[src/rtl/status_tx_pkg.sv]
// Shared word-format definitions for the CPU<->FPGA GPIO status/command link.
// The command decoder imports the same field positions and addresses.
package status_tx_pkg;

   localparam int WORD_W    = 32;
   localparam int ADDR_W    = 6;
   localparam int PAYLOAD_W = 24;
   localparam int DROP_W    = 8;

   localparam int FLAG_BIT   = 31;
   localparam int ADDR_HI    = 30;
   localparam int ADDR_LO    = 25;
   localparam int CTRL_BIT   = 24;
   localparam int PAYLOAD_HI = 23;
   localparam int PAYLOAD_LO = 0;

   localparam logic [ADDR_W-1:0] ADDR_DONE = 6'b000000;
   localparam logic [ADDR_W-1:0] ADDR_HB   = 6'b000001;
   localparam logic [ADDR_W-1:0] ADDR_REP  = 6'b111111;
   localparam logic [ADDR_W-1:0] ADDR_SAMP = 6'b111110;
   localparam logic [ADDR_W-1:0] ADDR_HOPS = 6'b111101;

   // Pending-vector bit indices; a lower index means higher priority.
   localparam int SRC_DONE = 0;
   localparam int SRC_REP  = 1;
   localparam int SRC_SAMP = 2;
   localparam int SRC_HOPS = 3;
   localparam int SRC_HB   = 4;
   localparam int NUM_SRC  = 5;

   typedef enum logic {
      ST_IDLE     = 1'b0,
      ST_WAIT_ACK = 1'b1
   } tx_state_e;

   function automatic logic [WORD_W-1:0] pack_word(
      input logic                 flag,
      input logic [ADDR_W-1:0]    addr,
      input logic                 ctrl,
      input logic [PAYLOAD_W-1:0] payload
   );
      return {flag, addr, ctrl, payload};
   endfunction

endpackage

[src/rtl/status_tx_if.sv]
// CPU-facing side of the status transmitter: GPIO word, ack toggle and status.
interface status_tx_if;
   import status_tx_pkg::*;

   logic [WORD_W-1:0] data_output;
   logic              cpu_ack_i;
   logic              busy_o;
   logic [DROP_W-1:0] drop_count_o;

   modport master (
      output data_output,
      output busy_o,
      output drop_count_o,
      input  cpu_ack_i
   );

   modport slave (
      input  data_output,
      input  busy_o,
      input  drop_count_o,
      output cpu_ack_i
   );

endinterface

[src/rtl/status_tx_sync_2ff.sv]
// Single-bit two-flop synchroniser for signals arriving from another clock domain.
module sync_2ff (
   input  logic clk,
   input  logic rst_n,
   input  logic d_i,
   output logic q_o
);

   logic meta_q;
   logic sync_q;

   always_ff @(posedge clk or negedge rst_n) begin
      if (!rst_n) begin
         meta_q <= 1'b0;
         sync_q <= 1'b0;
      end else begin
         meta_q <= d_i;
         sync_q <= meta_q;
      end
   end

   assign q_o = sync_q;

endmodule

[src/rtl/status_tx.sv]
// FPGA->CPU status word transmitter: run-done reports, config echoes and a heartbeat,
// sent one at a time over a toggle-flag handshake with an ack timeout.
module status_tx
   import status_tx_pkg::*;
#(
   parameter int unsigned HEARTBEAT_CYCLES = 125_000_000,
   parameter int unsigned ACK_TIMEOUT      = 1_000_000
) (
   input  logic                 clk,
   input  logic                 rst_n,
   input  logic                 done_i,
   input  logic [PAYLOAD_W-1:0] rep_count_i,
   input  logic [PAYLOAD_W-1:0] repetitions_i,
   input  logic [PAYLOAD_W-1:0] samples_i,
   input  logic [PAYLOAD_W-1:0] generator_hops_i,
   status_tx_if.master          cpu
);

   function automatic logic [DROP_W-1:0] sat_inc(input logic [DROP_W-1:0] v);
      return (v == {DROP_W{1'b1}}) ? v : v + {{(DROP_W-1){1'b0}}, 1'b1};
   endfunction

   logic                 ack_s;

   tx_state_e            state_q, state_d;
   logic [WORD_W-1:0]    data_q, data_d;
   logic [31:0]          to_cnt_q, to_cnt_d;
   logic [DROP_W-1:0]    drop_q, drop_d;

   logic [NUM_SRC-1:0]   pend_q, pend_d;
   logic [NUM_SRC-1:0]   pend_set;
   logic [NUM_SRC-1:0]   pend_clr;
   logic [NUM_SRC-1:0]   grant;

   logic [PAYLOAD_W-1:0] rep_sh_q, samp_sh_q, hops_sh_q;
   logic [PAYLOAD_W-1:0] done_pl_q, done_pl_d;

   logic [31:0]          hb_tmr_q, hb_tmr_d;
   logic [PAYLOAD_W-1:0] hb_seq_q, hb_seq_d;
   logic                 hb_wrap;

   logic [ADDR_W-1:0]    sel_addr;
   logic                 sel_ctrl;
   logic [PAYLOAD_W-1:0] sel_pl;

   sync_2ff u_ack_sync (
      .clk   (clk),
      .rst_n (rst_n),
      .d_i   (cpu.cpu_ack_i),
      .q_o   (ack_s)
   );

   // Heartbeat timer; a zero period parks it and never raises a heartbeat.
   always_comb begin
      hb_tmr_d = hb_tmr_q;
      hb_wrap  = 1'b0;
      if (HEARTBEAT_CYCLES != 0) begin
         if (hb_tmr_q == HEARTBEAT_CYCLES - 1) begin
            hb_tmr_d = '0;
            hb_wrap  = 1'b1;
         end else begin
            hb_tmr_d = hb_tmr_q + 32'd1;
         end
      end
   end

   always_comb begin
      pend_set           = '0;
      pend_set[SRC_DONE] = done_i;
      pend_set[SRC_REP]  = (repetitions_i != rep_sh_q);
      pend_set[SRC_SAMP] = (samples_i != samp_sh_q);
      pend_set[SRC_HOPS] = (generator_hops_i != hops_sh_q);
      pend_set[SRC_HB]   = hb_wrap;

      done_pl_d = done_i ? rep_count_i : done_pl_q;
   end

   always_comb begin
      grant    = '0;
      sel_addr = ADDR_DONE;
      sel_ctrl = 1'b0;
      sel_pl   = '0;
      if (pend_q[SRC_DONE]) begin
         grant[SRC_DONE] = 1'b1;
         sel_addr        = ADDR_DONE;
         sel_ctrl        = 1'b1;
         sel_pl          = done_pl_q;
      end else if (pend_q[SRC_REP]) begin
         grant[SRC_REP]  = 1'b1;
         sel_addr        = ADDR_REP;
         sel_pl          = repetitions_i;
      end else if (pend_q[SRC_SAMP]) begin
         grant[SRC_SAMP] = 1'b1;
         sel_addr        = ADDR_SAMP;
         sel_pl          = samples_i;
      end else if (pend_q[SRC_HOPS]) begin
         grant[SRC_HOPS] = 1'b1;
         sel_addr        = ADDR_HOPS;
         sel_pl          = generator_hops_i;
      end else if (pend_q[SRC_HB]) begin
         grant[SRC_HB]   = 1'b1;
         sel_addr        = ADDR_HB;
         sel_pl          = hb_seq_q;
      end
   end

   always_comb begin
      state_d  = state_q;
      data_d   = data_q;
      to_cnt_d = to_cnt_q;
      drop_d   = drop_q;
      pend_clr = '0;
      case (state_q)
         ST_IDLE: begin
            if (|pend_q) begin
               data_d   = pack_word(~data_q[FLAG_BIT], sel_addr, sel_ctrl, sel_pl);
               pend_clr = grant;
               to_cnt_d = '0;
               state_d  = ST_WAIT_ACK;
            end
         end
         ST_WAIT_ACK: begin
            // Ack is checked first so a late ack on the timeout cycle is not counted as a drop.
            if (ack_s == data_q[FLAG_BIT]) begin
               state_d = ST_IDLE;
            end else if ((ACK_TIMEOUT != 0) && (to_cnt_q == ACK_TIMEOUT - 1)) begin
               drop_d  = sat_inc(drop_q);
               state_d = ST_IDLE;
            end else begin
               to_cnt_d = to_cnt_q + 32'd1;
            end
         end
         default: state_d = ST_IDLE;
      endcase

      // A new event for the source being loaded keeps it pending for a later word.
      pend_d   = (pend_q & ~pend_clr) | pend_set;
      hb_seq_d = pend_clr[SRC_HB] ? hb_seq_q + 24'd1 : hb_seq_q;
   end

   always_ff @(posedge clk or negedge rst_n) begin
      if (!rst_n) begin
         state_q   <= ST_IDLE;
         data_q    <= '0;
         to_cnt_q  <= '0;
         drop_q    <= '0;
         pend_q    <= '0;
         rep_sh_q  <= '0;
         samp_sh_q <= '0;
         hops_sh_q <= '0;
         done_pl_q <= '0;
         hb_tmr_q  <= '0;
         hb_seq_q  <= '0;
      end else begin
         state_q   <= state_d;
         data_q    <= data_d;
         to_cnt_q  <= to_cnt_d;
         drop_q    <= drop_d;
         pend_q    <= pend_d;
         rep_sh_q  <= repetitions_i;
         samp_sh_q <= samples_i;
         hops_sh_q <= generator_hops_i;
         done_pl_q <= done_pl_d;
         hb_tmr_q  <= hb_tmr_d;
         hb_seq_q  <= hb_seq_d;
      end
   end

   assign cpu.data_output  = data_q;
   assign cpu.busy_o       = (state_q == ST_WAIT_ACK);
   assign cpu.drop_count_o = drop_q;

endmodule

[src/flat_wrapper.sv]
// flat-port wrapper written by rule: the top's interface ports become plain ports
module status_tx_flat import status_tx_pkg::*;
#(
   parameter int unsigned HEARTBEAT_CYCLES = 125_000_000,
   parameter int unsigned ACK_TIMEOUT      = 1_000_000
)
  (clk, rst_n, done_i, rep_count_i, repetitions_i, samples_i, generator_hops_i, cpu_data_output, cpu_busy_o, cpu_drop_count_o, cpu_cpu_ack_i);
  status_tx_if cpu_i ();
  input  logic clk;
  input  logic rst_n;
  input  logic done_i;
  input  logic [PAYLOAD_W-1:0] rep_count_i;
  input  logic [PAYLOAD_W-1:0] repetitions_i;
  input  logic [PAYLOAD_W-1:0] samples_i;
  input  logic [PAYLOAD_W-1:0] generator_hops_i;
  output wire logic [$bits(cpu_i.data_output)-1:0] cpu_data_output;
  output wire logic [$bits(cpu_i.busy_o)-1:0] cpu_busy_o;
  output wire logic [$bits(cpu_i.drop_count_o)-1:0] cpu_drop_count_o;
  input wire logic [$bits(cpu_i.cpu_ack_i)-1:0] cpu_cpu_ack_i;
  assign cpu_data_output = cpu_i.data_output;
  assign cpu_busy_o = cpu_i.busy_o;
  assign cpu_drop_count_o = cpu_i.drop_count_o;
  assign cpu_i.cpu_ack_i = cpu_cpu_ack_i;
  status_tx #(.HEARTBEAT_CYCLES(HEARTBEAT_CYCLES), .ACK_TIMEOUT(ACK_TIMEOUT)) u_core (.clk(clk), .rst_n(rst_n), .done_i(done_i), .rep_count_i(rep_count_i), .repetitions_i(repetitions_i), .samples_i(samples_i), .generator_hops_i(generator_hops_i), .cpu(cpu_i));
endmodule
[config.mk]
export PLATFORM = sky130hd
export DESIGN_NAME = status_tx_flat
export DESIGN_NICKNAME = d
export VERILOG_FILES = /design/src/rtl/status_tx_pkg.sv /design/src/rtl/status_tx_if.sv /design/src/rtl/status_tx_sync_2ff.sv /design/src/rtl/status_tx.sv /design/src/flat_wrapper.sv
export SDC_FILE = /design/constraint.sdc
export NUM_CORES = 1
export LEC_CHECK = 0
export BUFFER_PORTS_ARGS = -buffer_cell sky130_fd_sc_hd__clkbuf_2
export CAP_MARGIN = 30
export CORE_ASPECT_RATIO = 2
export CORE_MARGIN = 2
export CORE_UTILIZATION = 50
export DETAILED_ROUTE_END_ITERATION = 6
export PLACE_DENSITY = 0.75
export SETUP_SLACK_MARGIN = 0.05
export SKIP_LAST_GASP = 1
export SLEW_MARGIN = 30
export SYNTH_ARGS = -nofsm -noshare
export SYNTH_HDL_FRONTEND = slang
export SYNTH_SLANG_ARGS = --single-unit
[constraint.sdc]
create_clock -name clk -period 2.1 [get_ports clk]
set_input_delay 0.42 -clock clk [delete_from_list [all_inputs] [get_ports clk]]
set_output_delay 0.42 -clock clk [all_outputs]
set_load 0.02 [all_outputs]
==> results.cfg, run 1 <==
[run_status]
outcome = complete, but fails checks
violations = setup timing

[critical_path]
crit_slowest_cell = or4_4
r2r_slack_ns = -0.1
crit_buf_inv = 2
worstReg2RegEnd = u_core.to_cnt_q[13]$_DFFE_PN0P_
cp_cell_sequence = or4_4, or3_4, o31ai_4, and2_4, buf_12, buf_4, a221o_1
worstSetupPathType = reg2reg
start_kind = flop
timing.rr.start = u_core.to_cnt_q[28]$_DFFE_PN0P_
crit_path_max_fanout = 5
crit_family = simple AND/OR/NAND/NOR gates
reg2reg_depth = 7
cpPeakStageDelay_ns = 0.57
cp.arrival_ns = 2.65
cp_data_required_time_ns = 2.55
cp-end-kind = flop

[logic_synthesis]
yosysMostFrequentCell = dfrtp_1
ys_types = 60
yosysWarningCount = 0
synth_common_cells = dfrtp_1, a21oi_1, nand2_1, xnor2_1, xor2_1
synth_area_leader_cell = dfrtp_1
ys_async_sr_fraction = 1.000
synthTopCellsByArea = dfrtp_1, xnor2_1, xor2_1, a21oi_1, nand2_1
ys_ff_latch = 229
post_synth.cell_area_avg_um2 = 10.16
ys.flop_type = dfrtp_1
synth_area_um2 = 10820
synth_cells = 1065
synthesis.nets = 1169
synth_top_area_frac = 0.5295
synth_enable_flop_cells = 0
synth_seq_area_share = 0.5295

[job]
maxCapViolations = 0

[sta]
tightest_slew_ns = 0.8089
finalHoldViolCount = 0
relSlewSlack = 0.4607
rsz0062_at_grt = yes
setup_ws_ns = -0.09710
slew_viol_final = 0
layout_min_cycle_time_ns = 2.197
fmaxAchievable_mhz = 455.1
min_period_over_period = 1.046
fin_skew_ns = 0.01052
fin_hold_ws_ns = 0.05060
setup_viol = 23

[worst_hold_path]
hold_class = in2reg
whs_endpoint = u_core.rep_sh_q[0]$_DFF_PN0_
hp-start = repetitions_i[0]
whs_path_depth = 1

[die]
rows = 76
fp.dieW_um = 108.0
pin_count = 141
core_area_um2 = 21400
die_y_um = 212.1
start_util = 0.5058
die_area_um2 = 22910

[global_routing]
grt_first_pass_wirelength_mm = 48.50
grt-ovfl-total = 0
grt_pass1_vias = 9010
grt_antenna_before_repair = 1
grt_max_degree = 65
grt_usage = 0.2771

[drt]
route.detailed.drc = 0
vias = 8981
drtPass1Iterations = 5
drt-total-wl_mm = 31.73
drt-initial-drc-count = 655
ant_nets = 0
wl_per_cell_um = 20.44
viasPerCell = 5.787

[finish]
nFillCells = 1758
final_layout_size_suffix_gt1_frac = 0.2443
final_cells = 1552
syn2layout_area_growth_pct = 23.96
fin_nets = 1367

[cts]
cts_max_path_buffers = 3
cts.sinks = 229
insertion_delay_ns = 0.52
cts_root_buffer = clkbuf_16
cts_tree = yes
htree_levels = 1
path_clk_slew_ns = 0.07
numCtsBuffers = 21

[power_and_ir_drop]
finalPower_mw = 12.73
powerDensity_nw_per_um2 = 949.1
max-vdd-ir-drop_uv = 785.6
power_leakage_nw = 6.317

[placed_design]
hpwl_mm = 23.37
place_inst = 1497
place_congestion = 0.9337
portBuffers = 140
pre_cts_ws_ns = -0.1159
per-stage QoR:
| step | cell area (um^2) | setup TNS [ns] | util |
|---|---|---|---|
| detailed placement | 12290 | -0.8506 | 0.5744 |
| global placement | 12290 | -0.7910 | 0.5744 |
| floorplan | 10830 | -0.1178 | - |
| global route | 13410 | -2.637 | 0.6268 |
| CTS | 13110 | -0.3688 | 0.6125 |
| finish | 13410 | -1.093 | 0.6270 |
flip-flops by register name, summed over array words and instances, names as in the netlist:
name                      flops
u_core.cpu.busy_o             1
u_core.cpu.data_output       29
u_core.cpu.drop_count_o       8
u_core.done_pl_q             24
u_core.hb_seq_q              24
u_core.hb_tmr_q              32
u_core.hops_sh_q             24
u_core.pend_q                 5
u_core.rep_sh_q              24
u_core.samp_sh_q             24
u_core.to_cnt_q              32
u_core.u_ack_sync.meta_q      1
u_core.u_ack_sync.q_o         1
what timing repair did:
item | 4_1_cts | 5_1_grt
hold endpoints to repair | 55 | 0
hold buffers | 2 | 0
gates cloned | 0 | 1
pin swaps | 7 | 18
endpoints found under the setup margin | 44 | 70
setup buffers | 5 | 8
resized for setup | 14 | 41
how the worst max path moves through the flow:
stage	from	endpoint	slack (ns)	cells past startpoint
3_3_place_gp	u_core.to_cnt_q[28]$_DFFE_PN0P_	u_core.to_cnt_q[2]$_DFFE_PN0P_	-0.11	6
4_1_cts	u_core.to_cnt_q[28]$_DFFE_PN0P_	u_core.to_cnt_q[31]$_DFFE_PN0P_	-0.07	7
6_report	u_core.to_cnt_q[28]$_DFFE_PN0P_	u_core.to_cnt_q[13]$_DFFE_PN0P_	-0.1	7
2_1_floorplan	u_core.cpu.busy_o$_DFF_PN0_	u_core.hb_seq_q[23]$_DFFE_PN0P_	-0.06	5
5_1_grt	u_core.to_cnt_q[28]$_DFFE_PN0P_	u_core.to_cnt_q[23]$_DFFE_PN0P_	-0.13	7
3_5_place_dp	u_core.to_cnt_q[28]$_DFFE_PN0P_	u_core.to_cnt_q[2]$_DFFE_PN0P_	-0.12	6
where the power goes:
part           switching (mW)  internal [mW]
Combinational            2.14           1.42
Sequential              0.303           4.85
Clock                    1.70           2.33
kinds of logic after synthesis:
logic type | synth area share
multiplexers | 0.01272
AND/OR/NAND/NOR | 0.1793
adder cells (fa/ha/maj) | 0.004625
flip-flops | 0.5295
AO/OA/AOI/OAI | 0.1290
XOR/XNOR | 0.1068
buffers and inverters | 0.03792
metal layers:
| layer | share of wire | track usage | vias to the layer above |
|---|---|---|---|
| met5 | 0 | 0 | - |
| met4 | 0.075 | 0.1662 | 0 |
| met1 | 0.34 | 0.2963 | 4392 |
| met2 | 0.54 | 0.5112 | 316 |
| li1 | - | - | 4159 |
| met3 | 0.044 | 0.03096 | 114 |
cell type report:
type / count / area (um^2) / share of cell area
Timing Repair Buffer: 232 / 1554 / 0.1158
Sequential cell: 229 / 5733 / 0.4274
Multi-Input combinational cell: 736 / 4901 / 0.3654
Clock buffer: 28 / 581.8 / 0.04337
Antenna cell: 2 / 5.005 / 0.0003731
Inverter: 43 / 168.9 / 0.01259
Tap cell: 273 / 341.6 / 0.02546
Clock inverter: 9 / 128.9 / 0.009607
cells in the final DEF, fill, tap and decap left out, types with 4 or more instances in the layout:
master,synthesis,layout
xnor2_1,73,73
clkbuf_1,48,4
nand3_2,0,4
xor2_1,59,59
inv_1,42,42
mux2_2,6,5
nand4_1,40,40
dfrtp_1,229,227
clkbuf_2,0,139
nor3_4,1,6
a22o_1,26,26
and3_1,23,23
nand3_1,41,37
a221o_1,4,4
buf_6,2,6
o21ai_1,4,5
nor3_2,1,5
nor2_1,49,47
o211ai_1,6,6
nor3_1,25,16
nor4_4,1,5
nand3b_1,24,24
clkbuf_16,0,22
o21ai_0,57,54
and2_1,7,6
a211o_1,9,9
a21oi_1,100,100
nor4_1,20,15
or3_1,6,6
buf_4,5,74
and4_1,11,11
mux2i_1,7,7
buf_12,0,8
nand2_1,94,94
No activity file was read; power rests on OpenSTA's default activity.
==> run 2, diff against run 1 <==
REMOVE_ABC_BUFFERS = 1   (was unset)
==> results.cfg, run 2 (synthesized netlist as in run 1, its figures left out) <==
[finish]
layout_common_cells = dfrtp_1, clkbuf_2, a21oi_1, nand2_1, buf_4
syn2layout_area_growth_pct = 23.48
final_layout_size_suffix_gt1_frac = 0.2424
fin_nets = 1369
final_cell_area_um2 = 13360
final_common_cell = dfrtp_1
fin_util = 0.6246

[worst_hold_path]
whs_endpoint = u_core.samp_sh_q[9]$_DFF_PN0_
hold_class = in2reg
whs_path_depth = 1
hp-start = samples_i[9]

[critical_path]
timing.rr.start = u_core.to_cnt_q[28]$_DFFE_PN0P_
worstReg2RegEnd = u_core.to_cnt_q[2]$_DFFE_PN0P_
cp-end-kind = flop
crit_path_max_fanout = 8
reg2reg_depth = 6
cp.arrival_ns = 2.57
worstSetupPathType = reg2reg
cp_data_required_time_ns = 2.49
r2r_slack_ns = -0.08
start_kind = flop

[sta]
tightest_slew_ns = 0.5974
relSlewSlack = 0.5981
setup_viol = 20
finalHoldViolCount = 0
fin_skew_ns = 0.007558
fin_hold_ws_ns = 0.05272
setup_ws_ns = -0.07722
fmaxAchievable_mhz = 459.3
slew_viol_final = 0
tns_ns = -0.4152
min_period_over_period = 1.037
rsz0062_at_grt = yes
layout_min_cycle_time_ns = 2.177

[cts]
cts_tree = yes
htree_levels = 1
path_clk_slew_ns = 0.07
cts.sinks = 229
cts_max_path_buffers = 3
numCtsBuffers = 21
cts_root_buffer = clkbuf_16
insertion_delay_ns = 0.51

[die]
pin_count = 141
die_area_um2 = 22910
rows = 76
core_area_um2 = 21400
start_util = 0.5058
die_y_um = 212.1
fp.dieW_um = 108.0

[global_routing]
grt_first_pass_wirelength_mm = 48.36
gr-max-usage-layer = met2
grt_max_degree = 61
grtUsageMet1 = 0.2922
grt_usage = 0.2760
grt_antenna_before_repair = 2
grt-ovfl-total = 0
grt_pass1_vias = 9367
use_met2 = 0.5016
grt_util_met3 = 0.02391

[run_status]
outcome = complete, but fails checks
violations = setup timing

[drt]
vias = 8998
wl_per_cell_um = 19.97
ant_nets = 0
viasPerCell = 5.783
route.detailed.drc = 0
drt-total-wl_mm = 31.07
drt-initial-drc-count = 592
drtPass1Iterations = 5

[placed_design]
portBuffers = 140
place_area_um2 = 12330
hpwl_mm = 22.91
place_congestion = 0.9664

[power_and_ir_drop]
power_leakage_nw = 6.291
powerDensity_nw_per_um2 = 926.2
finalPower_mw = 12.38
max-vdd-ir-drop_uv = 776.3

[job]
maxCapViolations = 0
-- run 2: report_power, final --
part,switching (mW),total [mW],internal (mW)
clock network,1.68,3.90,2.22
logic,2.07,3.34,1.27
registers,0.285,5.13,4.85
total,4.04,12.4,8.34
-- run 2: what timing repair did --
item / in CTS / in global routing
endpoints found under the setup margin: 50 / 51
buffers inserted: 3 / 5
gates cloned: 0 / 0
endpoints found under the hold margin: 54 / 0
pin swaps: 21 / 12
gates resized for setup: 26 / 26
hold buffers: 2 / 0
-- run 2: cell type report --
| type | instances | area, um^2 |
|---|---|---|
| Fill cell | 1770 | 8033 |
| Sequential cell | 229 | 5733 |
| Multi-Input combinational cell | 736 | 4898 |
| Timing Repair Buffer | 234 | 1526 |
| Clock buffer | 34 | 644.4 |
| Tap cell | 273 | 341.6 |
| Inverter | 43 | 166.4 |
| Clock inverter | 3 | 42.54 |
| Antenna cell | 4 | 10.01 |
-- run 2: through the flow --
stage                     setup WS, ns  cells
final                         -0.07722   1556
after global routing           -0.1083   1554
after CTS                     -0.06091   1547
after detailed placement       -0.2352   1505
after global placement         -0.2009   1505
after floorplan                -0.9414   1008
-- run 2: how the worst max path moves through the flow --
stage	start	slack, ns	cells after the start	end
3_5_place_dp	u_core.to_cnt_q[26]$_DFFE_PN0P_	-0.24	6	u_core.to_cnt_q[2]$_DFFE_PN0P_
3_3_place_gp	u_core.to_cnt_q[26]$_DFFE_PN0P_	-0.20	6	u_core.to_cnt_q[2]$_DFFE_PN0P_
4_1_cts	u_core.to_cnt_q[24]$_DFFE_PN0P_	-0.06	6	u_core.to_cnt_q[2]$_DFFE_PN0P_
5_1_grt	u_core.to_cnt_q[28]$_DFFE_PN0P_	-0.11	6	u_core.to_cnt_q[2]$_DFFE_PN0P_
6_report	u_core.to_cnt_q[28]$_DFFE_PN0P_	-0.08	6	u_core.to_cnt_q[2]$_DFFE_PN0P_
2_1_floorplan	u_core.pend_q[0]$_DFF_PN0_	-0.94	5	u_core.to_cnt_q[31]$_DFFE_PN0P_
-- run 2: worst max-delay path: stages, from the launching register on --
cell and delay [ns]:
dfrtp_1 0.39, or4_4 0.58, or3_4 0.37, o31ai_4 0.21
buf_6 0.18, nor2_2 0.04, a221o_1 0.29
-- run 2: per-layer routing --
layer	up-vias	wire (um)	share of wire
met5	-	0	0
met4	0	2275	0.073
met3	128	1151	0.037
met2	280	16960	0.55
met1	4435	10680	0.34
li1	4155	-	-
